<file path="src/rtl/ren_conv_seq.sv">
// ren_conv_seq: descriptor-queue sequencer driving a convolver through start/done/soft-reset.
// Define REN_CONV_SEQ_TIMEOUT_EN to add the RUN watchdog and the sticky err_timeout output.
module ren_conv_seq #(
  parameter int unsigned QDEPTH_LOG2   = 2,
  parameter int unsigned TIMEOUT_WIDTH = 16
) (
  input  logic                 wb_clk_i,
  input  logic                 wb_rst_i,
  input  logic                 desc_valid,
  output logic                 desc_ready,
  input  logic [35:0]          desc_data,
  input  logic                 abort,
  input  logic                 conv_done,
  output logic                 conv_start,
  output logic                 conv_soft_reset,
  output logic [2:0]           cfg_kern_cols,
  output logic [7:0]           cfg_cols,
  output logic [2:0]           cfg_kerns,
  output logic [5:0]           cfg_stride,
  output logic [5:0]           cfg_result_cols,
  output logic [3:0]           cfg_shift,
  output logic                 cfg_en_max_pool,
  output logic [2:0]           cfg_mask,
  output logic                 cfg_kern_addr_mode,
  output logic                 busy,
  output logic                 irq,
  output logic [7:0]           jobs_done,
`ifdef REN_CONV_SEQ_TIMEOUT_EN
  output logic                 err_timeout,
`endif
  output logic [QDEPTH_LOG2:0] q_level
);

  localparam int unsigned DEPTH = 1 << QDEPTH_LOG2;
  localparam logic [QDEPTH_LOG2:0] PTR_ONE = {{QDEPTH_LOG2{1'b0}}, 1'b1};

  localparam logic [2:0] S_IDLE  = 3'd0;
  localparam logic [2:0] S_LOAD  = 3'd1;
  localparam logic [2:0] S_RUN   = 3'd2;
  localparam logic [2:0] S_DONE  = 3'd3;
  localparam logic [2:0] S_FLUSH = 3'd4;

  logic [2:0]             r_state;
  logic                   r_flush_cnt;
  logic [QDEPTH_LOG2:0]   r_wptr;
  logic [QDEPTH_LOG2:0]   r_rptr;
  logic [35:0]            r_mem [DEPTH];
  logic [35:0]            r_job;
  logic                   r_done_q;
  logic [7:0]             r_jobs;

  logic [QDEPTH_LOG2:0]   w_level;
  logic                   w_full;
  logic                   w_empty;
  logic                   w_push;
  logic                   w_done_rise;

`ifdef REN_CONV_SEQ_TIMEOUT_EN
  localparam logic [TIMEOUT_WIDTH-1:0] WD_LAST = {{(TIMEOUT_WIDTH-1){1'b1}}, 1'b0};
  localparam logic [TIMEOUT_WIDTH-1:0] WD_ONE  = {{(TIMEOUT_WIDTH-1){1'b0}}, 1'b1};
  logic [TIMEOUT_WIDTH-1:0] r_wd;
  logic                     r_err;
  assign err_timeout = r_err;
`else
  if (TIMEOUT_WIDTH == 0) begin : g_no_watchdog
  end
`endif

  assign w_level     = r_wptr - r_rptr;
  assign w_full      = w_level[QDEPTH_LOG2];
  assign w_empty     = (w_level == '0);
  // Ready is withheld during abort and flush so a colliding push is simply dropped.
  assign desc_ready  = ~w_full & ~abort & (r_state != S_FLUSH);
  assign w_push      = desc_valid & desc_ready;
  assign w_done_rise = conv_done & ~r_done_q;

  assign conv_start      = (r_state == S_LOAD);
  assign conv_soft_reset = (r_state == S_FLUSH);
  assign busy            = (r_state != S_IDLE);
  assign irq             = (r_state == S_DONE) & r_job[35];
  assign jobs_done       = r_jobs;
  assign q_level         = w_level;

  assign cfg_kern_cols      = r_job[2:0];
  assign cfg_cols           = r_job[10:3];
  assign cfg_kerns          = r_job[13:11];
  assign cfg_stride         = r_job[19:14];
  assign cfg_result_cols    = r_job[25:20];
  assign cfg_shift          = r_job[29:26];
  assign cfg_en_max_pool    = r_job[30];
  assign cfg_mask           = r_job[33:31];
  assign cfg_kern_addr_mode = r_job[34];

  always_ff @(posedge wb_clk_i) begin
    if (w_push) r_mem[r_wptr[QDEPTH_LOG2-1:0]] <= desc_data;
  end

  always_ff @(posedge wb_clk_i or posedge wb_rst_i) begin
    if (wb_rst_i) r_done_q <= 1'b0;
    else          r_done_q <= conv_done;
  end

  always_ff @(posedge wb_clk_i or posedge wb_rst_i) begin
    if (wb_rst_i) begin
      r_state     <= S_IDLE;
      r_flush_cnt <= 1'b0;
      r_wptr      <= '0;
      r_rptr      <= '0;
      r_job       <= '0;
      r_jobs      <= '0;
`ifdef REN_CONV_SEQ_TIMEOUT_EN
      r_wd        <= '0;
      r_err       <= 1'b0;
`endif
    end else if (abort) begin
      r_state     <= S_FLUSH;
      r_flush_cnt <= 1'b0;
      r_wptr      <= '0;
      r_rptr      <= '0;
`ifdef REN_CONV_SEQ_TIMEOUT_EN
      r_err       <= 1'b0;
`endif
    end else begin
      if (w_push) r_wptr <= r_wptr + PTR_ONE;
      case (r_state)
        S_IDLE: begin
          if (!w_empty) begin
            r_job   <= r_mem[r_rptr[QDEPTH_LOG2-1:0]];
            r_rptr  <= r_rptr + PTR_ONE;
            r_state <= S_LOAD;
          end
        end
        S_LOAD: begin
`ifdef REN_CONV_SEQ_TIMEOUT_EN
          r_wd    <= '0;
`endif
          r_state <= S_RUN;
        end
        S_RUN: begin
          if (w_done_rise) r_state <= S_DONE;
`ifdef REN_CONV_SEQ_TIMEOUT_EN
          else if (r_wd == WD_LAST) begin
            r_err       <= 1'b1;
            r_flush_cnt <= 1'b0;
            r_state     <= S_FLUSH;
          end else r_wd <= r_wd + WD_ONE;
`endif
        end
        S_DONE: begin
          r_jobs  <= r_jobs + 8'd1;
          r_state <= S_IDLE;
        end
        S_FLUSH: begin
          if (r_flush_cnt) begin
            r_flush_cnt <= 1'b0;
            r_state     <= S_IDLE;
          end else r_flush_cnt <= 1'b1;
        end
        default: r_state <= S_IDLE;
      endcase
    end
  end

endmodule

</file>
<file path="config.mk">
export PLATFORM = sky130hd
export DESIGN_NAME = ren_conv_seq
export DESIGN_NICKNAME = d
export VERILOG_FILES = /design/src/rtl/ren_conv_seq.sv
export SDC_FILE = /design/constraint.sdc
export NUM_CORES = 1
export LEC_CHECK = 0
export ABC_AREA = 1
export BUFFER_PORTS_ARGS = -buffer_cell sky130_fd_sc_hd__buf_4
export CAP_MARGIN = 25
export CELL_PAD_IN_SITES_DETAIL_PLACEMENT = 0
export CELL_PAD_IN_SITES_GLOBAL_PLACEMENT = 2
export CORE_ASPECT_RATIO = 1.4
export CORE_UTILIZATION = 30
export CTS_CLUSTER_SIZE = 8
export DETAILED_ROUTE_END_ITERATION = 7
export PLACE_DENSITY = 0.76
export RECOVER_POWER = 50
export SLEW_MARGIN = 20
export SYNTH_ARGS = -nofsm -noshare
export SYNTH_HDL_FRONTEND = slang
export SYNTH_SLANG_ARGS = --single-unit
</file>
<file path="constraint.sdc">
create_clock -name wb_clk_i -period 4.8 [get_ports wb_clk_i]
set_clock_uncertainty 0.15 [all_clocks]
set_input_delay 0.96 -clock wb_clk_i [delete_from_list [all_inputs] [get_ports wb_clk_i]]
set_output_delay 0.96 -clock wb_clk_i [all_outputs]
set_load 0.005 [all_outputs]
</file>
==> results of run 1 <==
==> power groups by stage <==
stage / sequential, mW / clock (mW) / combinational [mW]
after floorplan: 2.14 / 0 / 0.933
after global placement: 2.19 / 0 / 1.21
after detailed placement: 2.19 / 0 / 1.23
after CTS: 2.15 / 1.60 / 1.23
after global routing: 2.17 / 1.67 / 1.35
final: 2.15 / 1.56 / 1.17
==> kinds of logic (layout without fill, tap and decap cells) <==
family | count (synthesis) | in the layout | synth area share (%)
buffers and inverters | 98 | 158 | 6.185
AOI/OAI and AO/OA | 4 | 4 | 0.2356
and+or+nand+nor | 512 | 512 | 24.30
adders and majority gates | 8 | 8 | 1.266
xor gates and xnor gates | 9 | 9 | 0.9276
DFF | 199 | 199 | 67.09
==> worst max path at each step <==
stage                       end  cells after the start       from  slack [ps]
global route          r_rptr[0]                      3   wb_rst_i         830
floorplan           r_mem[0][0]                     10  r_wptr[0]        1110
CTS                    r_job[1]                      7  r_rptr[1]        1220
finish                 r_job[1]                      7  r_rptr[1]        1290
global placement       r_job[1]                      7  r_rptr[1]        1300
detailed placement     r_job[1]                      7  r_rptr[1]        1220
==> sequential cells by signal, summed over array words and instances, names as in the netlist <==
name and flops:
r_mem 144, r_job 36, jobs_done 8, r_flush_cnt 1
r_done_q 1, r_wptr 3, r_rptr 3, r_state 3
==> layout by cell type (no fill, tap or decap), drive strengths merged <==
cell,synthesis,routed
and2,1,1
buf,54,37
bufinv,0,5
clkbuf,17,79
clkinv,2,6
clkinvlp,0,2
dfrtp,55,55
edfxtp,144,144
fa,1,1
ha,7,7
inv,25,29
nand2,439,439
nand3,13,13
nand4,41,41
nor2,15,15
nor3,3,3
o21ai,4,4
xnor2,5,5
xor2,4,4
==> per-stage QoR <==
stage | cells | setup WS, ps | hold WS [ps] | total power, mW | util, %
4_1_cts | 1260 | 1216 | 328.0 | 4.990 | 35.89
3_5_place_dp | 1228 | 1225 | 309.7 | 3.417 | 33.56
5_1_grt | 1260 | 832.4 | 346.6 | 5.195 | 35.35
6_report | 1260 | 1294 | 318.1 | 4.879 | 35.35
3_3_place_gp | 1228 | 1298 | 307.8 | 3.405 | 33.56
2_1_floorplan | 830 | 1106 | 284.4 | 3.074 | -
==> critical path, cell delays in order (launching register included) <==
cell and delay (ps):
dfrtp_2 930, fa_1 570, nand2_1 80, inv_1 60
nand2_2 640, nand3_4 630, nand2_1 240, nand2_1 60
==> metal layers <==
| metal | GRT usage (%) | part of all wire, % | vias to the layer above | wire, um |
|---|---|---|---|---|
| met5 | 0 | 0.069 | - | 13 |
| met4 | 5.263 | 1.9 | 2 | 362 |
| met3 | 3.165 | 4.0 | 24 | 757 |
| met2 | 23.79 | 51 | 97 | 9604 |
| met1 | 16.20 | 43 | 2573 | 8115 |
| li1 | - | - | 2767 | - |
==> final cells by class <==
class                      count  area [um2]
clock buffer                  17       425.4
clock inverter                15       222.7
fill                        2861       17940
inverter                      27       101.3
multi-input combinational    533        2301
sequential                   199        5703
tap                          370       462.9
timing repair buffer          99       593.1
==> results.json, run 1 <==
{
  "worst-slew-pin-transition_ps": 1920,
  "async_reset_ff_share_pct": 27.64,
  "vias": 5463,
  "die_area_um2": 29010,
  "final-hold-violation-count": 0,
  "drt_iter0_drc": 237,
  "drcViolationCount": 0,
  "diodes": 0,
  "slew_viol_final": 84,
  "cts_num_sinks": 199,
  "period_needed_ps": 3506,
  "rows": 72,
  "core_um2": 27750,
  "hold_buffers": 0,
  "post-route-period-util_pct": 73.05,
  "p_sw_mw": 1.496,
  "synth_flop_cell": "edfxtp_1",
  "cts_max_path_buffers": 2,
  "ir_worst_vdd_v": 0.0002388,
  "setup-tns-final_ps": 0,
  "cts_setup_buffers": 0,
  "cts_tree": "built",
  "die_h_um": 201.1,
  "routed_wl_um": 18850,
  "port_buffers": 91,
  "synth_common_cells": "nand2_1, edfxtp_1, dfrtp_1, nand4_1, buf_4",
  "final_area_um2": 9809,
  "synth_warnings": 0,
  "crit_required_ps": 4970,
  "worstReg2RegStart": "r_rptr[1]",
  "arrival_ps": 3680,
  "synth_edf_count": 144,
  "rrSetupSlack_ps": 1290,
  "switching_share_pct": 30.67,
  "syn_inst": 830,
  "path_class": "register to register",
  "critPathLaunchType": "register",
  "netlist.area_leader.share_pct": 50.89,
  "violations": "max-capacitance violations, max-slew violations",
  "die_w_um": 144.2,
  "seqPwrFrac_pct": 44.0,
  "synthTopCellsByArea": "edfxtp_1, nand2_1, dfrtp_1, buf_4, nand4_1",
  "routed_via_density": 4.336,
  "antenna_found_initial": 1,
  "max_slew_margin_pct": -27.98,
  "ant_nets": 0,
  "rsz0062_at_grt": "no",
  "leakagePower_nw": 4.257,
  "cts_resized": 0,
  "whs_path_depth": 2,
  "firstDrtPassIters": 5,
  "crit_path_max_fanout": 41,
  "ys_ff_latch": 199,
  "initial_utilization_pct": 30.62,
  "finalSetupViolations": 0,
  "min_to": "r_job[34]",
  "clk_latency_ps": 440,
  "status": "finished, violations left",
  "gr-total-overflow": 0,
  "root_buffer": "clkbuf_16",
  "grt_max_degree": 76,
  "p_per_area_nw_per_um2": 497.3,
  "ios": 92,
  "yosysUniqueCellTypes": 22,
  "seq_area_frac_synth_pct": 67.09,
  "final_net_count": 926,
  "wl_per_cell_um": 14.96,
  "drv_cap": 2,
  "hold_start": "r_job[34]",
  "dp_hpwl_um": 11300,
  "internal_power_mw": 3.382,
  "max_freq_mhz": 285.2,
  "dpl-instance-area_um2": 9311,
  "gp_congestion": 0.7120,
  "layout-drive-gt1-share_pct": 11.57,
  "reg2regPathDepth": 7,
  "grt_pass1_wl_um": 29470,
  "ctsHtreeMaxLevel": 4,
  "cts_buffers": 17,
  "syn_nets": 879,
  "synth_area_per_cell_um2": 10.24,
  "synth_area_um2": 8497,
  "r2r-end": "r_job[1]",
  "grt_pass1_vias": 5376,
  "area_growth_syn_to_layout_pct": 15.45,
  "p_clk_share_pct": 32.0,
  "clk_pin_slew_ps": 70,
  "yosysMostFrequentCell": "nand2_1",
  "p_comb_share_pct": 24.0,
  "end_kind": "register",
  "synth_top_area_cell": "edfxtp_1",
  "grtUsageTotal_pct": 13.70,
  "hp-class": "register to register"
}
Power figures use the tool's default switching activity.
==> run 2, diff against run 1 <==
--- a/config.mk
+++ b/config.mk
@@ -5,7 +5,7 @@
 export SDC_FILE = /design/constraint.sdc
 export NUM_CORES = 1
 export LEC_CHECK = 0
-export ABC_AREA = 1
+export ABC_AREA = 0
 export BUFFER_PORTS_ARGS = -buffer_cell sky130_fd_sc_hd__buf_4
 export CAP_MARGIN = 25
 export CELL_PAD_IN_SITES_DETAIL_PLACEMENT = 0
@@ -14,7 +14,7 @@
 export CORE_UTILIZATION = 30
 export CTS_CLUSTER_SIZE = 8
 export DETAILED_ROUTE_END_ITERATION = 7
-export PLACE_DENSITY = 0.76
+export PLACE_DENSITY = 0.68
 export RECOVER_POWER = 50
 export SLEW_MARGIN = 20
 export SYNTH_ARGS = -nofsm -noshare
==> constraint.sdc (replaced) <==
create_clock -name wb_clk_i -period 3.4 [get_ports wb_clk_i]
set_clock_uncertainty 0.15 [all_clocks]
set_input_delay 0.68 -clock wb_clk_i [delete_from_list [all_inputs] [get_ports wb_clk_i]]
set_output_delay 0.68 -clock wb_clk_i [all_outputs]
set_load 0.005 [all_outputs]
==> results.json, run 2 <==
{
  "status": "finished clean",
  "diodes": 0,
  "synthTopCellsByArea": "edfxtp_1, dfrtp_1, mux4_2, mux2_4, buf_4",
  "drt_iter0_drc": 196,
  "gr-total-overflow": 0,
  "yosysMostFrequentCell": "edfxtp_1",
  "area_growth_syn_to_layout_pct": 16.51,
  "cts_tree": "built",
  "grt_pass1_wl_um": 23270,
  "cts_max_path_buffers": 2,
  "setup-tns-final_ps": 0,
  "rows": 70,
  "p_per_area_nw_per_um2": 730.9,
  "syn_nets": 443,
  "die_area_um2": 27160,
  "end_kind": "output pin",
  "synth_area_um2": 7950,
  "clk_pin_slew_ps": 80,
  "port_buffers": 91,
  "drcViolationCount": 0,
  "cts_setup_buffers": 0,
  "core_um2": 26100,
  "grt_pass1_vias": 3947,
  "syn_inst": 394,
  "post-route-period-util_pct": 88.54,
  "ios": 92,
  "layout-drive-gt1-share_pct": 36.74,
  "rsz0062_at_grt": "no",
  "max_slew_margin_pct": 18.88,
  "path_class": "register to output pin",
  "worstReg2RegStart": "r_wptr[0]",
  "clk_latency_ps": 430,
  "hp-class": "input port to register",
  "layout_common_cells": "edfxtp_1, dfrtp_1, buf_4",
  "hold_start": "conv_done",
  "wl_per_cell_um": 18.32,
  "synth_top_area_cell": "edfxtp_1",
  "root_buffer": "clkbuf_16",
  "final_cells": 803,
  "seq_area_frac_synth_pct": 71.70,
  "netlist.area_leader.share_pct": 54.39,
  "crit_required_ps": 2570,
  "final_core_util_pct": 35.49,
  "layout_commonest_cell": "edfxtp_1",
  "final-hold-violation-count": 0,
  "period_needed_ps": 3010,
  "firstDrtPassIters": 5,
  "synth_common_cells": "edfxtp_1, dfrtp_1, mux4_2, buf_4, mux2_4",
  "hold_buffers": 1,
  "routed_via_density": 4.492,
  "ant_nets": 0,
  "die_w_um": 139.6,
  "initial_utilization_pct": 30.46,
  "cts_num_sinks": 199,
  "leakagePower_nw": 3.434,
  "final_net_count": 515,
  "die_h_um": 194.6,
  "cts_buffers": 17,
  "synth_flop_cell": "edfxtp_1",
  "grtUsageTotal_pct": 11.54,
  "crit_start": "r_wptr[0]",
  "routed_wl_um": 14710,
  "worst-slew-pin-transition_ps": 1217,
  "p_total_mw": 6.770,
  "largest_reg_flops": 144,
  "synth_edf_count": 144,
  "synth_area_per_cell_um2": 20.18,
  "async_reset_ff_share_pct": 27.64,
  "finalSetupViolations": 0,
  "dp_hpwl_um": 9426,
  "arrival_ps": 2180,
  "drv_cap": 0,
  "ir_worst_vdd_v": 0.0003613,
  "slew_viol_final": 0,
  "antenna_found_initial": 0,
  "crit_path_max_fanout": 4,
  "ctsHtreeMaxLevel": 4,
  "final.fill_count": 2446,
  "cts_resized": 0,
  "vias": 3607,
  "gp_congestion": 0.7073,
  "synth_warnings": 0,
  "ys_ff_latch": 199,
  "max_freq_mhz": 332.2,
  "critPathLaunchType": "register",
  "placed_cells": 770,
  "grt_max_degree": 39,
  "yosysUniqueCellTypes": 36
}
-- run 2: changes by cell type in the layout (fill, tap and decap cells not counted), moves of 5 or more --
cell | previous run | this run
buf_4 | 37 | 42
inv_1 | 22 | 7
mux2_2 | 0 | 7
buf_12 | 0 | 5
mux4_2 | 0 | 36
nand2_1 | 437 | 5
nand3_1 | 12 | 4
clkbuf_4 | 22 | 12
nand4_1 | 41 | 3
inv_8 | 0 | 7
mux2_4 | 0 | 30
-- run 2: final timing paths --
| path | to | slack (ps) | cells after the start |
|---|---|---|---|
| worst max register to register | r_mem[2][22] | 450 | 8 |
| worst min register to register | r_state[2] | 320 | 1 |
| min in group asynchronous | jobs_done[6] | 570 | 3 |
| worst max-delay path | desc_ready | 390 | 7 |
| max in group asynchronous | r_job[4] | 1150 | 4 |
| worst min-delay path | r_done_q | 240 | 1 |
-- run 2: area by class of cell --
class	count	area, um2	area share (%)
clock inverter	15	161.4	1.743
tap	324	405.4	4.377
sequential	199	5705	61.60
multi-input combinational	139	1862	20.10
timing repair buffer	101	670.6	7.240
clock buffer	17	425.4	4.593
inverter	8	32.53	0.3512
-- run 2: metal layers --
metal	share of wire (%)	track usage (%)
met1	42	14.04
met2	54	20.32
met3	3.7	2.414
met4	0.48	3.744
met5	0	0
-- run 2: logic make-up after synthesis --
family                     count (synthesis)  share of synthesized area, %
AOI/OAI and AO/OA                          6                        0.6294
muxes                                     75                         17.11
xor gates and xnor gates                  13                         1.621
DFF                                      199                         71.70
adders and majority gates                  8                         1.353
buffers and inverters                     56                         4.942
and+or+nand+nor                           37                         2.644
-- run 2: metrics by stage --
stage | setup slack [ps] | cell area (um2) | hold WS (ps)
floorplan | 282.0 | 7950 | 301.2
detailed placement | 457.0 | 8818 | 312.9
global route | 223.7 | 9263 | 224.0
finish | 389.6 | 9263 | 236.4
global placement | 552.0 | 8818 | 310.0
CTS | 371.5 | 9415 | 192.9
-- run 2: power by group --
group,total (mW),leakage [nW],switching (mW),internal (mW)
combinational,1.69,1.15,0.689,1.00
sequential,3.09,2.00,0.169,2.92
clock,1.99,0.291,0.939,1.05
-- run 2: critical path: stages, from the launching register on --
cell and delay [ps]:
dfrtp_1 380, inv_1 110, ha_1 230, fa_1 370
xnor3_2 290, nand2_1 90, nor2_1 150, buf_4 140
==> run 3, diff against run 2 <==
--- a/config.mk
+++ b/config.mk
@@ -5,7 +5,7 @@
 export SDC_FILE = /design/constraint.sdc
 export NUM_CORES = 1
 export LEC_CHECK = 0
-export ABC_AREA = 0
+export ABC_CLOCK_PERIOD_IN_PS = 3400
 export BUFFER_PORTS_ARGS = -buffer_cell sky130_fd_sc_hd__buf_4
 export CAP_MARGIN = 25
 export CELL_PAD_IN_SITES_DETAIL_PLACEMENT = 0
==> constraint.sdc (replaced) <==
create_clock -name wb_clk_i -period 3.4 [get_ports wb_clk_i]
set_clock_uncertainty 0.15 [all_clocks]
set_input_delay 0.34 -clock wb_clk_i [delete_from_list [all_inputs] [get_ports wb_clk_i]]
set_output_delay 0.34 -clock wb_clk_i [all_outputs]
set_load 0.005 [all_outputs]
==> results.json, run 3 (same netlist as run 2, synthesis figures left out) <==
{
  "cp_slowest_stage_delay_ps": 420,
  "antenna_found_initial": 0,
  "layout-drive-gt1-share_pct": 33.14,
  "dp_hpwl_um": 9700,
  "critPathLaunchType": "register",
  "core_um2": 26100,
  "gp_congestion": 0.7071,
  "rsz0062_at_grt": "no",
  "crit_chain": "inv_1 -> ha_1 -> fa_1 -> xnor3_2 -> nand2_1 -> nor3b_1 -> and2_2 -> buf_12",
  "diodes": 0,
  "layout_commonest_cell": "edfxtp_1",
  "die_area_um2": 27160,
  "slowest_stage": "and2_2",
  "vias": 3745,
  "rows": 70,
  "wl_per_cell_um": 17.75,
  "cts_max_path_buffers": 2,
  "largest_reg_flops": 144,
  "ant_nets": 0,
  "max_slew_margin_pct": 33.60,
  "ctsHtreeMaxLevel": 4,
  "hp-class": "input port to register",
  "status": "finished clean",
  "area_growth_syn_to_layout_pct": 20.92,
  "cts_tree": "built",
  "firstDrtPassIters": 5,
  "drv_cap": 0,
  "routed_wl_um": 14910,
  "final-hold-violation-count": 0,
  "end_kind": "register",
  "routed_via_density": 4.458,
  "grt_max_degree": 39,
  "cts_buffers": 17,
  "finalSetupViolations": 0,
  "p_total_mw": 6.717,
  "grtUsageTotal_pct": 11.78,
  "post-route-period-util_pct": 87.57,
  "clk_pin_slew_ps": 70,
  "cts_resized": 0,
  "period_needed_ps": 2978,
  "setup-tns-final_ps": 0,
  "root_buffer": "clkbuf_16",
  "grt_pass1_wl_um": 23700,
  "cts_num_sinks": 199,
  "multi_input_area_um2": 1862,
  "crit_required_ps": 3360,
  "ios": 92,
  "crit_path_max_fanout": 26,
  "slew_viol_final": 0,
  "leakagePower_nw": 3.554,
  "drt_iter0_drc": 204,
  "gr-total-overflow": 0,
  "arrival_ps": 2940,
  "final_net_count": 552,
  "final.fill_count": 2447,
  "ir_worst_vdd_v": 0.0004212,
  "hold_slack_ps": 37.21,
  "initial_utilization_pct": 30.46,
  "port_buffers": 91,
  "p_per_area_nw_per_um2": 698.7,
  "worst-slew-pin-transition_ps": 996.0,
  "drcViolationCount": 0,
  "grt_pass1_vias": 4038,
  "layout_common_cells": "edfxtp_1, dfrtp_1, clkbuf_1",
  "die_w_um": 139.6,
  "path_class": "register to register",
  "seqCellArea_um2": 5705,
  "clk_latency_ps": 430,
  "die_h_um": 194.6,
  "max_freq_mhz": 335.8
}
run 3: power by group:
| part | switching [mW] | internal, mW | leakage (nW) | total (mW) |
|---|---|---|---|---|
| sequential | 0.168 | 2.92 | 2.00 | 3.09 |
| clock | 0.877 | 1.04 | 0.270 | 1.92 |
| combinational | 0.692 | 1.02 | 1.29 | 1.71 |
run 3: repair_timing:
item | CTS | global route
setup buffers | 0 | 0
hold buffers | 38 | 0
hold endpoints to repair | 164 | 0
run 3: critical path, delay by kind of cell (launching register included):
kind	cells	cell delay (ps)
buffers and inverters	2	350
XOR/XNOR	1	290
AND/OR/NAND/NOR	3	870
adder cells (fa/ha/maj)	2	610
flip-flops	1	380
run 3: area by class of cell:
| class | instances | share of cell area (%) |
|---|---|---|
| Sequential cell | 199 | 59.35 |
| Multi-Input combinational cell | 139 | 19.37 |
| Clock inverter | 12 | 1.197 |
| Inverter | 8 | 0.3384 |
| Clock buffer | 20 | 4.647 |
| Timing Repair Buffer | 138 | 10.88 |
| Tap cell | 324 | 4.217 |
run 3: stage by stage:
stage	utilization, %	area [um2]	setup WS (ps)	instances
final	36.83	9613	422.5	840
after floorplan	-	7950	282.0	394
after global placement	33.84	8831	528.7	770
after CTS	37.44	9773	352.4	840
after detailed placement	33.84	8831	366.8	770
after global routing	36.83	9613	182.5	840
run 3: final timing paths:
check                               end          from  slack [ps]  depth (start not counted)
setup / recovery           r_mem[0][32]     r_wptr[0]         420                          8
setup reg to reg           r_mem[0][32]     r_wptr[0]         420                          8
hold reg to reg            jobs_done[7]  jobs_done[7]         320                          1
min in group asynchronous     r_job[25]      wb_rst_i         490                          3
max in group asynchronous     r_rptr[0]      wb_rst_i        1010                          4
hold / removal                r_rptr[2]         abort          40                          2
run 3: layer usage:
layer / track usage (%) / wire [um]
met5: 0 / 0
met4: 3.907 / 125
met3: 2.833 / 444
met2: 19.99 / 7739
met1: 14.71 / 6602
